--- config.mk ---
export PLATFORM = sky130hd
export DESIGN_NAME = sd_spi_arbiter
export DESIGN_NICKNAME = d
export VERILOG_FILES = /design/src/rtl/sd_spi_pkg.sv /design/src/rtl/sd_spi_shifter.sv /design/src/rtl/sd_spi_arbiter.sv
export SDC_FILE = /design/constraint.sdc
export NUM_CORES = 1
export LEC_CHECK = 0
export BUFFER_PORTS_ARGS = -buffer_cell sky130_fd_sc_hd__buf_4
export CORE_ASPECT_RATIO = 0.7
export CORE_UTILIZATION = 39
export CTS_CLUSTER_DIAMETER = 80
export DETAILED_ROUTE_END_ITERATION = 7
export GPL_TIMING_DRIVEN = 0
export PLACE_DENSITY_LB_ADDON = 0.1
export SLEW_MARGIN = 20
export SYNTH_ARGS = -nofsm -noshare
export SYNTH_HDL_FRONTEND = slang
export SYNTH_SLANG_ARGS = --single-unit
export TNS_END_PERCENT = 10
--- constraint.sdc ---
create_clock -name clk -period 2.3 [get_ports clk]
set_input_delay 0.345 -clock clk [delete_from_list [all_inputs] [get_ports clk]]
set_output_delay 0.345 -clock clk [all_outputs]
set_load 0.01 [all_outputs]
--- src/rtl/sd_spi_pkg.sv ---
// sd_spi_pkg: shared types and constants for the SD-card SPI arbiter slice.
package sd_spi_pkg;
  typedef enum logic [1:0] {IDLE, OWN0, OWN1, GAP} own_state_e;
  localparam logic REQ_CPU = 1'b0;
  localparam logic REQ_LDR = 1'b1;
  localparam int SCK_DIV_DEFAULT = 1;
endpackage

--- src/rtl/sd_spi_shifter.sv ---
// sd_spi_shifter: SPI mode-0 byte engine, MSB first, SCK half-period of SCK_DIV clk cycles.
module sd_spi_shifter #(
  parameter int SCK_DIV = sd_spi_pkg::SCK_DIV_DEFAULT
) (
  input  logic       clk,
  input  logic       rst_n,
  input  logic       start,
  input  logic [7:0] txd,
  output logic [7:0] rxd,
  output logic       busy,
  output logic       done,
  output logic       sck,
  output logic       mosi,
  input  logic       miso
);
  logic [7:0] div_cnt;
  logic [7:0] tx_sr;
  logic [3:0] half;
  logic       half_end;
  assign half_end = busy && div_cnt == 8'(SCK_DIV - 1);
  assign done     = half_end && half == 4'd15;
  assign sck      = busy & half[0];
  assign mosi     = busy ? tx_sr[7] : 1'b1;
  // Even halves end on a rising SCK edge (sample), odd halves on a falling edge (shift).
  always_ff @(posedge clk) begin
    if (!rst_n) begin
      busy    <= 1'b0;
      div_cnt <= '0;
      half    <= '0;
      tx_sr   <= '0;
      rxd     <= '0;
    end else if (start && !busy) begin
      busy    <= 1'b1;
      div_cnt <= '0;
      half    <= '0;
      tx_sr   <= txd;
    end else if (half_end) begin
      div_cnt <= '0;
      half    <= half + 4'd1;
      if (half[0]) tx_sr <= {tx_sr[6:0], 1'b0};
      else rxd <= {rxd[6:0], miso};
      if (done) busy <= 1'b0;
    end else if (busy) begin
      div_cnt <= div_cnt + 8'd1;
    end
  end
endmodule

--- src/rtl/sd_spi_arbiter.sv ---
// sd_spi_arbiter: two-requester SD SPI bus arbiter with shared byte engine.
// Optional ownership watchdog enabled by defining SD_SPI_ARB_WDOG_EN.
module sd_spi_arbiter
  import sd_spi_pkg::*;
#(
  parameter int SCK_DIV   = SCK_DIV_DEFAULT,
  parameter int WDOG_BITS = 16
) (
  input  logic       clk,
  input  logic       rst_n,
  input  logic       req0_cs_n,
  input  logic       req0_start,
  input  logic [7:0] req0_txd,
  output logic [7:0] req0_rxd,
  output logic       req0_grant,
  output logic       req0_busy,
  output logic       req0_revoked,
  input  logic       req1_cs_n,
  input  logic       req1_start,
  input  logic [7:0] req1_txd,
  output logic [7:0] req1_rxd,
  output logic       req1_grant,
  output logic       req1_busy,
  output logic       req1_revoked,
  output logic       sd_cs_n,
  output logic       sd_sck,
  output logic       sd_mosi,
  input  logic       sd_miso
);
  own_state_e state, state_nx;
  logic       last, last_nx;
  logic       own0, own1, acc, c0, c1, blk0, blk1, revoke;
  logic       sh_busy, sh_done, xfer_next;
  logic [7:0] sh_rxd;
  assign own0       = state == OWN0;
  assign own1       = state == OWN1;
  assign acc        = !sh_busy && (own0 && req0_start || own1 && req1_start);
  assign xfer_next  = acc || (sh_busy && !sh_done);
  assign c0         = !req0_cs_n && !blk0;
  assign c1         = !req1_cs_n && !blk1;
  assign req0_grant = own0;
  assign req1_grant = own1;
  assign req0_busy  = own0 && sh_busy;
  assign req1_busy  = own1 && sh_busy;
  assign sd_cs_n    = !(own0 || own1);
  sd_spi_shifter #(.SCK_DIV(SCK_DIV)) u_shifter (
    .clk  (clk),
    .rst_n(rst_n),
    .start(acc),
    .txd  (own1 ? req1_txd : req0_txd),
    .rxd  (sh_rxd),
    .busy (sh_busy),
    .done (sh_done),
    .sck  (sd_sck),
    .mosi (sd_mosi),
    .miso (sd_miso)
  );
  always_comb begin
    state_nx = state;
    last_nx  = last;
    unique case (state)
      IDLE: begin
        if (c0 && (!c1 || last == REQ_LDR)) begin
          state_nx = OWN0;
          last_nx  = REQ_CPU;
        end else if (c1) begin
          state_nx = OWN1;
          last_nx  = REQ_LDR;
        end
      end
      OWN0:    state_nx = (revoke || !(!req0_cs_n || xfer_next)) ? GAP : OWN0;
      OWN1:    state_nx = (revoke || !(!req1_cs_n || xfer_next)) ? GAP : OWN1;
      default: state_nx = IDLE;
    endcase
  end
  always_ff @(posedge clk) begin
    if (!rst_n) begin
      state    <= IDLE;
      last     <= REQ_LDR;
      req0_rxd <= '0;
      req1_rxd <= '0;
    end else begin
      state <= state_nx;
      last  <= last_nx;
      if (sh_done && own0) req0_rxd <= sh_rxd;
      if (sh_done && own1) req1_rxd <= sh_rxd;
    end
  end
`ifdef SD_SPI_ARB_WDOG_EN
  logic [WDOG_BITS-1:0] wd_cnt;
  logic                 wd_cond;
  assign wd_cond      = !sh_busy && !acc && (own0 && !req1_cs_n || own1 && !req0_cs_n);
  assign revoke       = wd_cond && &wd_cnt;
  assign req0_revoked = revoke && own0;
  assign req1_revoked = revoke && own1;
  // A revoked requester stays blocked until it lets go of its cs_n.
  always_ff @(posedge clk) begin
    if (!rst_n) begin
      wd_cnt <= '0;
      blk0   <= 1'b0;
      blk1   <= 1'b0;
    end else begin
      wd_cnt <= (acc || state_nx != state) ? '0 : wd_cond ? wd_cnt + 1'b1 : wd_cnt;
      blk0   <= req0_revoked || (blk0 && !req0_cs_n);
      blk1   <= req1_revoked || (blk1 && !req1_cs_n);
    end
  end
`else
  assign revoke       = 1'b0;
  assign blk0         = 1'b0;
  assign blk1         = 1'b0;
  assign req0_revoked = 1'b0;
  assign req1_revoked = 1'b0;
`endif
endmodule

==> impl_results.md, run 1 <==
* CP endpoint kind: flop
* Std-Cell Rows at 23
* Finished Layout Cells at 369
* Routed vias/inst at 4.84
* Routed met2 length at 1810 um
* Hold Crit Class: input port to flop
* Post-Synth XOR/XNOR Area at 3.40%
* Footprint of the multi-input gates at 0.00125 sq mm
* Pre-antenna DRT Iters at 4
* Worst vdd ir at 0.000262 V
* R2r setup slk at 0.30 ns
* Dpl cells at 361
* Hold slack at 0.301 ns
* Critical path buffers and inverters at 3
* Cell Pwr Density at 711 mW/mm^2
* CP delay by family, top: buffers and inverters
* Syn. warnings at 0
* WL final at 4680 um
* Initial core utilization at 40.5%
* Final Hold Fails at 0
* Most common cell after layout, fill and taps aside: dfxtp_1
* Die area at 0.00626 sq mm
* RSZ-0062 raised after global routing: no
* Core Box Area at 0.00573 sq mm
* Fmax at 499 MHz
* CTS Root Cell: clkbuf_8
* Clock buffer depth at 2
* Vias in the first global route at 1,620
* Worst Path Max Fanout at 10
* Status: complete, no violations
* Worst EP required at 2.53 ns
* Mapped Cells at 241
* Syn Area/Cell at 9.62 sq um
* Post-Synth Simple-Gate Area at 21.5%
* GRT Total Usage at 16.4%
* Largest net degree at the start of global routing at 15
* Slowest cell on crit path: dfxtp_1
* DR vias at 1,787
* Crit path launch type: flop
* GP Congestion at 0.750
* Clock latency on the worst-skew pair at 0.30 ns
* Final Slew Violations at 0
* # hold bufs at CTS at 0
* Yosys cell types at 42
* Most frequent cells in the layout: 48 x dfxtp_1, 46 x buf_4, 37 x nand2_1
* I/O Buffers at 44
* Synth Area in Adders at 3.78%
* Final ANT Viol Nets at 0
* DIE WIDTH at 94.1 um
* Cell chain of the critical path: inv_1 -> ha_1 -> a22oi_1 -> or2_2 -> clkbuf_1 -> buf_2 -> nand2_1 -> a21oi_1
* Slowest stage delay, CP at 0.40 ns
* DRC Markers at 0
* DRT iter0 DRCs at 62
* Die Y at 66.5 um
* Highest routing layer actually used: met4
* Grt ovf at 0
* Top-level I/O count at 48
* CP arrival at 2.23 ns
* Worst Skew at 0.00791 ns
* Slew Limit Headroom at 66.1%
* Post-CTS Resized at 0
* HPWL Detailed at 3520 um
* Pleak at 1.33 nW
* Post-Synthesis Cell Area at 0.00232 sq mm
* WL met3 at 216 um
* Type of the worst setup path: flop to flop
* Clock transition at path regs at 0.09 ns
* Sequential cell area at 961 sq um
* Post-synth top flop: dfxtp_1
* Final setup vio count at 0
* Fraction of registers with async set or reset after synthesis at 0%
* Setup TNS at 0 ns
* Layout cells sized above 1 at 25.5%
* Cts bufs inserted at 5
* CTS Sinks at 48
* Tightest Pin Transition at 0.506 ns
* # diodes at 0
* CTS tree: done
* Setup Buffers After CTS at 0
* Post-synth EDFFs at 0
* P&R area growth vs syn at 23.1%
* CTS H-tree depth at 2
* M1 WL at 2610 um
* Synth Area in Compound Gates at 7.13%
* Initial antenna violation count at 0
* Post-synthesis mux area share at 17.7%
* Avg WL per Cell at 12.7 um
* Seq/Total Area, Yosys at 41.5%
* Nets at 323
* Yosys reg bits at 48
* Filler cells at 566
* Max Cap Viol at 0
* Final period utilization at 87.1%
* Global-route wire length before repair at 7810 um
* Largest family of logic cells by synthesized area: simple AND/OR/NAND/NOR gates
* Min Tclk post-route at 2.00 ns
==> power by group <==
group	switching [W]	leakage [nW]	internal, W	total, W
clock	0.000278	0.0552	0.000323	0.000601
combinational	0.000257	0.891	0.000232	0.000489
sequential	0.0000492	0.389	0.000890	0.000939
==> flip-flops by register name (all words and copies together) (netlist names) <==
name and flops:
u_shifter.half 4, u_shifter.rxd 8, u_shifter.div_cnt 8, last 1, req1_rxd 8, state 2
u_shifter.busy 1, req0_rxd 8, u_shifter.tx_sr 8
==> synth_stat cells, types with 4 or more instances <==
master | count | area share [%]
mux2_2 | 7 | 3.4
nor2_1 | 16 | 2.6
inv_1 | 7 | 1.1
xor2_1 | 5 | 1.9
a21oi_1 | 9 | 1.9
mux2i_1 | 33 | 14
xnor2_1 | 4 | 1.5
and2_1 | 4 | 1.1
dfxtp_1 | 48 | 41
nand2_1 | 37 | 6.0
nand3_1 | 6 | 1.3
nand4_1 | 4 | 1.1
ha_1 | 7 | 3.8
o21ai_0 | 10 | 2.2
nor2b_1 | 8 | 2.2
==> metrics by stage <==
step	worst slack, ns	util, %	instance area, sq um	power [W]
2_1_floorplan	0.573	-	2320	0.00130
3_3_place_gp	0.290	47.9	2750	0.00145
3_5_place_dp	0.280	47.9	2750	0.00145
4_1_cts	0.246	49.8	2850	0.00205
5_1_grt	0.0445	49.8	2850	0.00215
6_report	0.297	49.8	2850	0.00203
==> per-layer routing <==
metal	vias to the layer above	GRT usage, %
met5	-	0
met4	0	4.62
met3	6	3.88
met2	37	22.8
met1	822	24.7
li1	922	-
==> worst register-to-register path, delay by kind of cell (launching register included) <==
kind / cells / cell delay (ns)
flip-flops: 1 / 0.40
adder cells (fa/ha/maj): 1 / 0.30
AO/OA/AOI/OAI: 2 / 0.30
buffers and inverters: 3 / 0.67
AND/OR/NAND/NOR: 2 / 0.26
==> cell families after synthesis <==
logic type	count (synthesis)
AND/OR/NAND/NOR	89
flip-flops	48
multiplexers	40
AO/OA/AOI/OAI	28
buffers and inverters	19
XOR/XNOR	9
adder cells (fa/ha/maj)	7
other	1
==> area by class of cell <==
| type | instances | area share [%] |
|---|---|---|
| Tap cell | 75 | 3.29 |
| Clock buffer | 6 | 2.54 |
| Sequential cell | 48 | 33.7 |
| Inverter | 7 | 0.921 |
| Multi-Input combinational cell | 175 | 43.7 |
| Timing Repair Buffer | 44 | 11.6 |
| Clock inverter | 2 | 1.23 |
| Buffer | 12 | 3.03 |
==> final timing paths <==
kind                                  from                        endpoint  cells after the start
setup / recovery     state[1]$_SDFFE_PN0P_  u_shifter.half[0]$_SDFFE_PP0P_                      8
hold / removal                     sd_miso   u_shifter.rxd[0]$_SDFFE_PN0P_                      3
setup reg to reg     state[1]$_SDFFE_PN0P_  u_shifter.half[0]$_SDFFE_PP0P_                      8
hold reg to reg   req1_rxd[4]$_SDFFE_PN0P_        req1_rxd[4]$_SDFFE_PN0P_                      2
(Power assumes the default switching activity.)
==> run 2, diff against run 1 <==
- CORE_UTILIZATION: 39 -> 40
==> run 2 against run 1 <==
Compared with the run above:
- hold slack improved by 0.010 ns
- maximum frequency decreased by 1.6%
- cell area increased by 0.13%
- first-iteration DRC count increased by 16%
- register-to-register slack got worse by 0.03 ns
- largest cell class unchanged
- clock skew decreased by 0.0024 ns
- routed wire length increased by 0.77%
- sequential power about the same
- die area decreased by 2.4%
- global-route usage increased by 0.15 points
- combinational power increased by 2%
==> impl_results.md, run 2 (same netlist as run 1, synthesis figures left out) <==
* Initial core utilization at 42.9% (+2.5 points)
* CTS Sinks at 48 (unchanged)
* I/O Buffers at 44 (unchanged)
* Layout cells sized above 1 at 25.9% (+0.34 points)
* Worst EP required at 2.53 ns (about the same)
* CP endpoint kind: flop
* Tightest Pin Transition at 0.557 ns (+0.0504 ns)
* Final setup vio count at 0 (unchanged)
* Die area at 0.00611 sq mm (-2.4%)
* Slowest stage delay, CP at 0.40 ns (about the same)
* Clock buffer depth at 2 (unchanged)
* Status: complete, no violations
* P&R area growth vs syn at 23.3%
* Finished Core Util at 52.9% (+3.1 points)
* # hold bufs at CTS at 0 (unchanged)
* Pleak at 1.33 nW (about the same)
* Hold Crit Class: input port to flop
* GRT Total Usage at 16.5% (+0.15 points)
* Std-Cell Rows at 22 (-4.3%)
* # diodes at 0 (unchanged)
* Cts bufs inserted at 5 (unchanged)
* Final Slew Violations at 0 (unchanged)
* Fmax at 491 MHz (-1.6%)
* WL final at 4720 um (+0.77%)
* Depth of the worst register-to-register path at 8 (unchanged)
* CP delay by family, top: buffers and inverters
* Initial antenna violation count at 0 (unchanged)
* DRC Markers at 0 (unchanged)
* CTS H-tree depth at 2 (unchanged)
* Worst Skew at 0.00555 ns (-0.00236 ns)
* HPWL Detailed at 3500 um (-0.58%)
* CTS tree: done
* Type of the worst setup path: flop to flop
* Clock transition at path regs at 0.09 ns (about the same)
* Max Cap Viol at 0 (unchanged)
* DIE WIDTH at 93.0 um (-1.2%)
* Cell Pwr Density at 721 mW/mm^2 (+1.3%)
* Post-CTS Resized at 0 (unchanged)
* Setup TNS at 0 ns (unchanged)
* Crit path launch type: flop
* Vias in the first global route at 1,643 (+1.4%)
* Core Box Area at 0.00540 sq mm (-5.8%)
* CP arrival at 2.27 ns (+0.04 ns)
* Routed vias/inst at 4.85 (+0.14%)
* Die Y at 65.7 um (-1.2%)
* Top-level I/O count at 48 (unchanged)
* Min Tclk post-route at 2.04 ns (+0.0325 ns)
* Worst setup path startpoint: state[1]$_SDFFE_PN0P_
* Pre-antenna DRT Iters at 4 (unchanged)
* RSZ-0062 raised after global routing: no
* Hold path start: sd_miso
* Final ANT Viol Nets at 0 (unchanged)
* DR vias at 1,775 (-0.67%)
* Final period utilization at 88.5% (+1.4 points)
* Nets at 323 (unchanged)
* Global-route wire length before repair at 7800 um (about the same)
* Most frequent cells in the layout: 48 x dfxtp_1, 46 x buf_4, 37 x nand2_1
* Grt ovf at 0 (unchanged)
* DRT iter0 DRCs at 72 (+16%)
* Worst Path Max Fanout at 10 (unchanged)
* Worst vdd ir at 0.000420 V (+60%)
* Setup Buffers After CTS at 0 (unchanged)
* Slowest cell on crit path: dfxtp_1
* CTS Root Cell: clkbuf_8
* Hold depth at 3 (unchanged)
* Avg WL per Cell at 12.9 um (+1.6%)
* Largest net degree at the start of global routing at 17 (+2)
* Final Hold Fails at 0 (unchanged)
* Critical path buffers and inverters at 3 (unchanged)
* Slew Limit Headroom at 62.7% (-3.4 points)
* GP Congestion at 0.783 (+4.4%)
* R2r startpoint: state[1]$_SDFFE_PN0P_
* Cell chain of the critical path: inv_1 -> ha_1 -> a22oi_1 -> or2_2 -> clkbuf_1 -> buf_2 -> o21ai_0 -> a21oi_1
* Stages on worst setup path at 8 (unchanged)
* Filler cells at 534 (-5.7%)
* Most common cell after layout, fill and taps aside: dfxtp_1
* Clock latency on the worst-skew pair at 0.30 ns (about the same)
==> run 2: area by class of cell <==
| cell class | instances | area [sq um] | share of cell area [%] |
|---|---|---|---|
| Multi-Input combinational cell | 175 | 1250 | 43.7 |
| Inverter | 7 | 26.3 | 0.920 |
| Timing Repair Buffer | 44 | 330 | 11.6 |
| Clock inverter | 3 | 46.3 | 1.62 |
| Tap cell | 72 | 90.1 | 3.15 |
| Clock buffer | 5 | 68.8 | 2.41 |
| Sequential cell | 48 | 961 | 33.6 |
| Buffer | 12 | 86.3 | 3.02 |
==> run 2: per-layer routing <==
layer / vias to the layer above / wire length [um] / track usage, % / share of wire, %
met2: 46 / 1930 / 24.7 / 41
met4: 0 / 25 / 2.88 / 0.53
met3: 5 / 253 / 4.51 / 5.4
li1: 917 / - / - / -
met5: - / 0 / 0 / 0
met1: 807 / 2510 / 23.9 / 53
==> run 2: power breakdown <==
group / total (W) / internal (W) / switching, W
sequential: 0.000937 / 0.000890 / 0.0000477
clock: 0.000624 / 0.000328 / 0.000296
combinational: 0.000497 / 0.000232 / 0.000265
==> run 2: per-stage QoR <==
| stage | total power, W | cells | hold slack [ns] | setup slack [ns] | instance area [sq um] |
|---|---|---|---|---|---|
| after global placement | 0.00145 | 358 | 0.449 | 0.342 | 2740 |
| after detailed placement | 0.00146 | 358 | 0.455 | 0.299 | 2740 |
| after floorplan | 0.00130 | 242 | 0.448 | 0.573 | 2320 |
| final | 0.00206 | 366 | 0.311 | 0.264 | 2860 |
| after global routing | 0.00218 | 366 | 0.325 | 0.0735 | 2860 |
| after CTS | 0.00208 | 366 | 0.302 | 0.260 | 2860 |
==> run 2: path summary, 6_finish.rpt <==
kind / end / slack [ns]
max reg2reg: u_shifter.tx_sr[7]$_SDFFE_PN0P_ / 0.26
min reg2reg: req1_rxd[1]$_SDFFE_PN0P_ / 0.46
max: u_shifter.tx_sr[7]$_SDFFE_PN0P_ / 0.26
min: u_shifter.rxd[0]$_SDFFE_PN0P_ / 0.31
==> run 2: worst reg2reg max path, cell delays in order, from the launching register on <==
cell and delay, ns:
dfxtp_1 0.40, inv_1 0.08, ha_1 0.31, a22oi_1 0.19
or2_2 0.13, clkbuf_1 0.30, buf_2 0.29, o21ai_0 0.13
a21oi_1 0.14
==> run 3, diff against run 2 <==
- ABC_AREA: default -> 1
==> run 3 against run 2 <==
Compared with the run above:
- non-clock buffer count unchanged
- combinational power increased by 53%
- highest routed layer unchanged
- clock-buffer cell count increased by 1
- largest cell class unchanged
- flip-flop and latch count unchanged
- cell count increased by 20%
- clock power decreased by 11%
- setup slack improved by 0.0099 ns
- die area decreased by 0.94%
- cell area decreased by 1.1%
- area after synthesis decreased by 0.97%
==> impl_results.md, run 3 <==
* P&R area growth vs syn at 23.2% (about the same)
* Avg WL per Cell at 11.6 um (-10%)
* Post-synthesis mux area share at 0.436% (-17 points)
* Slowest cell on crit path: clkbuf_1
* GRT Total Usage at 18.1% (+1.5 points)
* Final setup vio count at 0 (unchanged)
* Yosys cell types at 32 (-24%)
* Post-Synth XOR/XNOR Area at 0.382% (-3.0 points)
* Filler cells at 548 (+2.6%)
* Min Tclk post-route at 2.03 ns (-0.00993 ns)
* Cts bufs inserted at 5 (unchanged)
* Post-Synthesis Cell Area at 0.00229 sq mm (-0.97%)
* Synth Area in Adders at 3.82% (+0.037 points)
* CP endpoint kind: output pin
* Post-Synth Simple-Gate Area at 24.8% (+3.3 points)
* Crit path launch type: flop
* CP dominant cell by count: inv_1
* Fraction of registers with async set or reset after synthesis at 0% (unchanged)
* Die Y at 65.4 um (-0.47%)
* RSZ-0062 raised after global routing: no
* Syn. warnings at 0 (unchanged)
* Largest net degree at the start of global routing at 17 (unchanged)
* Mapped Cells at 312 (+29%)
* Initial antenna violation count at 0 (unchanged)
* Synth cell count leaders: 76 x nand2_1, 48 x dfxtp_1, 42 x a21oi_1
* Area fraction of the dominant cell type after synthesis at 41.9% (+0.41 points)
* Status: complete, no violations
* Nets at 395 (+22%)
* I/O Buffers at 45 (+2.3%)
* Clock transition at path regs at 0.10 ns (about the same)
* Clock latency on the worst-skew pair at 0.31 ns (about the same)
* Max Cap Viol at 0 (unchanged)
* Core Box Area at 0.00537 sq mm (-0.51%)
* Synth area leaders: dfxtp_1 42%, nand2_1 12%, a21oi_1 9.2%
* WL final at 5070 um (+7.4%)
* # diodes at 0 (unchanged)
* Worst Skew at 0.0108 ns (+0.00523 ns)
* Area leader, netlist: dfxtp_1
* Global-route wire length before repair at 8410 um (+7.8%)
* Grt ovf at 0 (unchanged)
* CTS H-tree depth at 2 (unchanged)
* Post-layout power at 0.00229 W (+11%)
* DIE WIDTH at 92.5 um (-0.47%)
* Finished Core Util at 52.7% (-0.29 points)
* Fmax at 494 MHz (+0.49%)
* DRT iter0 DRCs at 81 (+13%)
* Most frequent cells in the layout: 76 x nand2_1, 48 x buf_4, 48 x dfxtp_1
* Worst vdd ir at 0.000446 V (+6.0%)
* Routed vias/inst at 4.72 (-2.6%)
* Worst Path Max Fanout at 10 (unchanged)
* Setup Buffers After CTS at 0 (unchanged)
* Setup TNS at 0 ns (unchanged)
* Finished Layout Cells at 438 (+20%)
* HPWL Detailed at 3870 um (+11%)
* Type of the worst setup path: flop to output pin
* Critical path buffers and inverters at 4 (+1)
* CTS Root Cell: clkbuf_8
* Final Hold Fails at 0 (unchanged)
* Clock buffer depth at 2 (unchanged)
* Synth Area in Compound Gates at 17.7% (+11 points)
* # hold bufs at CTS at 0 (unchanged)
* Final period utilization at 88.1% (-0.43 points)
* Dpl cells at 430 (+20%)
* Footprint of the multi-input gates at 0.00109 sq mm (-13%)
* GP Congestion at 0.802 (+2.4%)
* Layout cells sized above 1 at 23.5% (-2.4 points)
* Vias in the first global route at 1,752 (+6.6%)
* CTS Sinks at 48 (unchanged)
* Std-Cell Rows at 22 (unchanged)
* CP arrival at 1.68 ns (-0.59 ns)
* Post-synth EDFFs at 0 (unchanged)
* Post-CTS Resized at 0 (unchanged)
* Sequential cell area at 961 sq um (unchanged)
* Yosys reg bits at 48 (unchanged)
* Hold Crit Class: input port to flop
* Initial core utilization at 42.8% (-0.20 points)
* Largest family of logic cells by synthesized area: simple AND/OR/NAND/NOR gates
* DR vias at 2,068 (+17%)
* DRC Markers at 0 (unchanged)
* Top-count cell post-synth: nand2_1
* Die area at 0.00605 sq mm (-0.94%)
* Syn Area/Cell at 7.35 sq um (-24%)
* Post-synth top flop: dfxtp_1
* Final Slew Violations at 0 (unchanged)
* Top-level I/O count at 48 (unchanged)
* Slowest stage delay, CP at 0.42 ns (+0.02 ns)
* CP delay by family, top: buffers and inverters
* R2r setup slk at 0.49 ns (+0.23 ns)
* Fin area at 0.00283 sq mm (-1.1%)
* Most common cell after layout, fill and taps aside: nand2_1
* CTS tree: done
* Final ANT Viol Nets at 0 (unchanged)
* Pre-antenna DRT Iters at 4 (unchanged)
* Cell chain of the critical path: inv_1 -> ha_1 -> clkbuf_1 -> nand2_1 -> inv_1 -> buf_4
* Seq/Total Area, Yosys at 41.9% (+0.41 points)
* Cell Pwr Density at 809 mW/mm^2 (+12%)
* Worst EP required at 1.96 ns (-0.57 ns)
* Post-Place Cell Area at 0.00273 sq mm (-0.55%)
* Pleak at 1.28 nW (-4.2%)
[run 3: path summary, 6_finish.rpt]
| path | to | cells after the start | from |
|---|---|---|---|
| hold / removal | u_shifter.rxd[0]$_SDFFE_PN0P_ | 3 | sd_miso |
| hold reg to reg | u_shifter.tx_sr[0]$_SDFFE_PN0P_ | 2 | u_shifter.tx_sr[0]$_SDFFE_PN0P_ |
| setup reg to reg | u_shifter.div_cnt[2]$_SDFFE_PP0P_ | 9 | state[0]$_SDFFE_PN0P_ |
| setup / recovery | req1_busy | 6 | state[0]$_SDFFE_PN0P_ |
[run 3: cell families (layout without fill, tap and decap cells)]
family,after synthesis,count (layout)
and+or+nand+nor,120,120
AOI/OAI and AO/OA,77,77
buffers and inverters,57,110
DFF,48,48
adders and majority gates,7,7
other,1,2
xor gates and xnor gates,1,1
muxes,1,1
[run 3: cell type report]
class / instances / area share, %
inverters: 46 / 6.11
clock buffers: 6 / 2.92
plain buffers: 11 / 2.70
well taps: 72 / 3.19
multi-input cells: 208 / 38.5
clock inverters: 2 / 0.620
flip-flops and latches: 48 / 34.0
repair buffers: 45 / 12.0
[run 3: tightest hold or removal path, delay by kind of cell]
kind	cells	cell delay, ns
compound gates	2	0.17
buf+inv	1	0.08
[run 3: per-layer routing]
metal	global-route usage (%)	share of wire [%]	up-vias	wire length [um]
li1	-	-	1095	-
met1	28.0	54	920	2750
met2	23.8	39	48	1980
met3	4.40	5.8	5	296
met4	5.86	0.83	0	42
met5	0	0	-	0
[run 3: power breakdown]
group          total, W  internal [W]  switching [W]
Combinational  0.000760      0.000276       0.000483
Sequential     0.000973      0.000919      0.0000540
Clock          0.000553      0.000252       0.000301
[run 3: per-stage QoR]
stage          worst slack (ns)  hold slack, ns
4_1_cts                   0.263           0.314
3_5_place_dp              0.524           0.454
6_report                  0.274           0.319
3_3_place_gp              0.523           0.440
2_1_floorplan             0.735           0.423
5_1_grt                   0.114           0.337
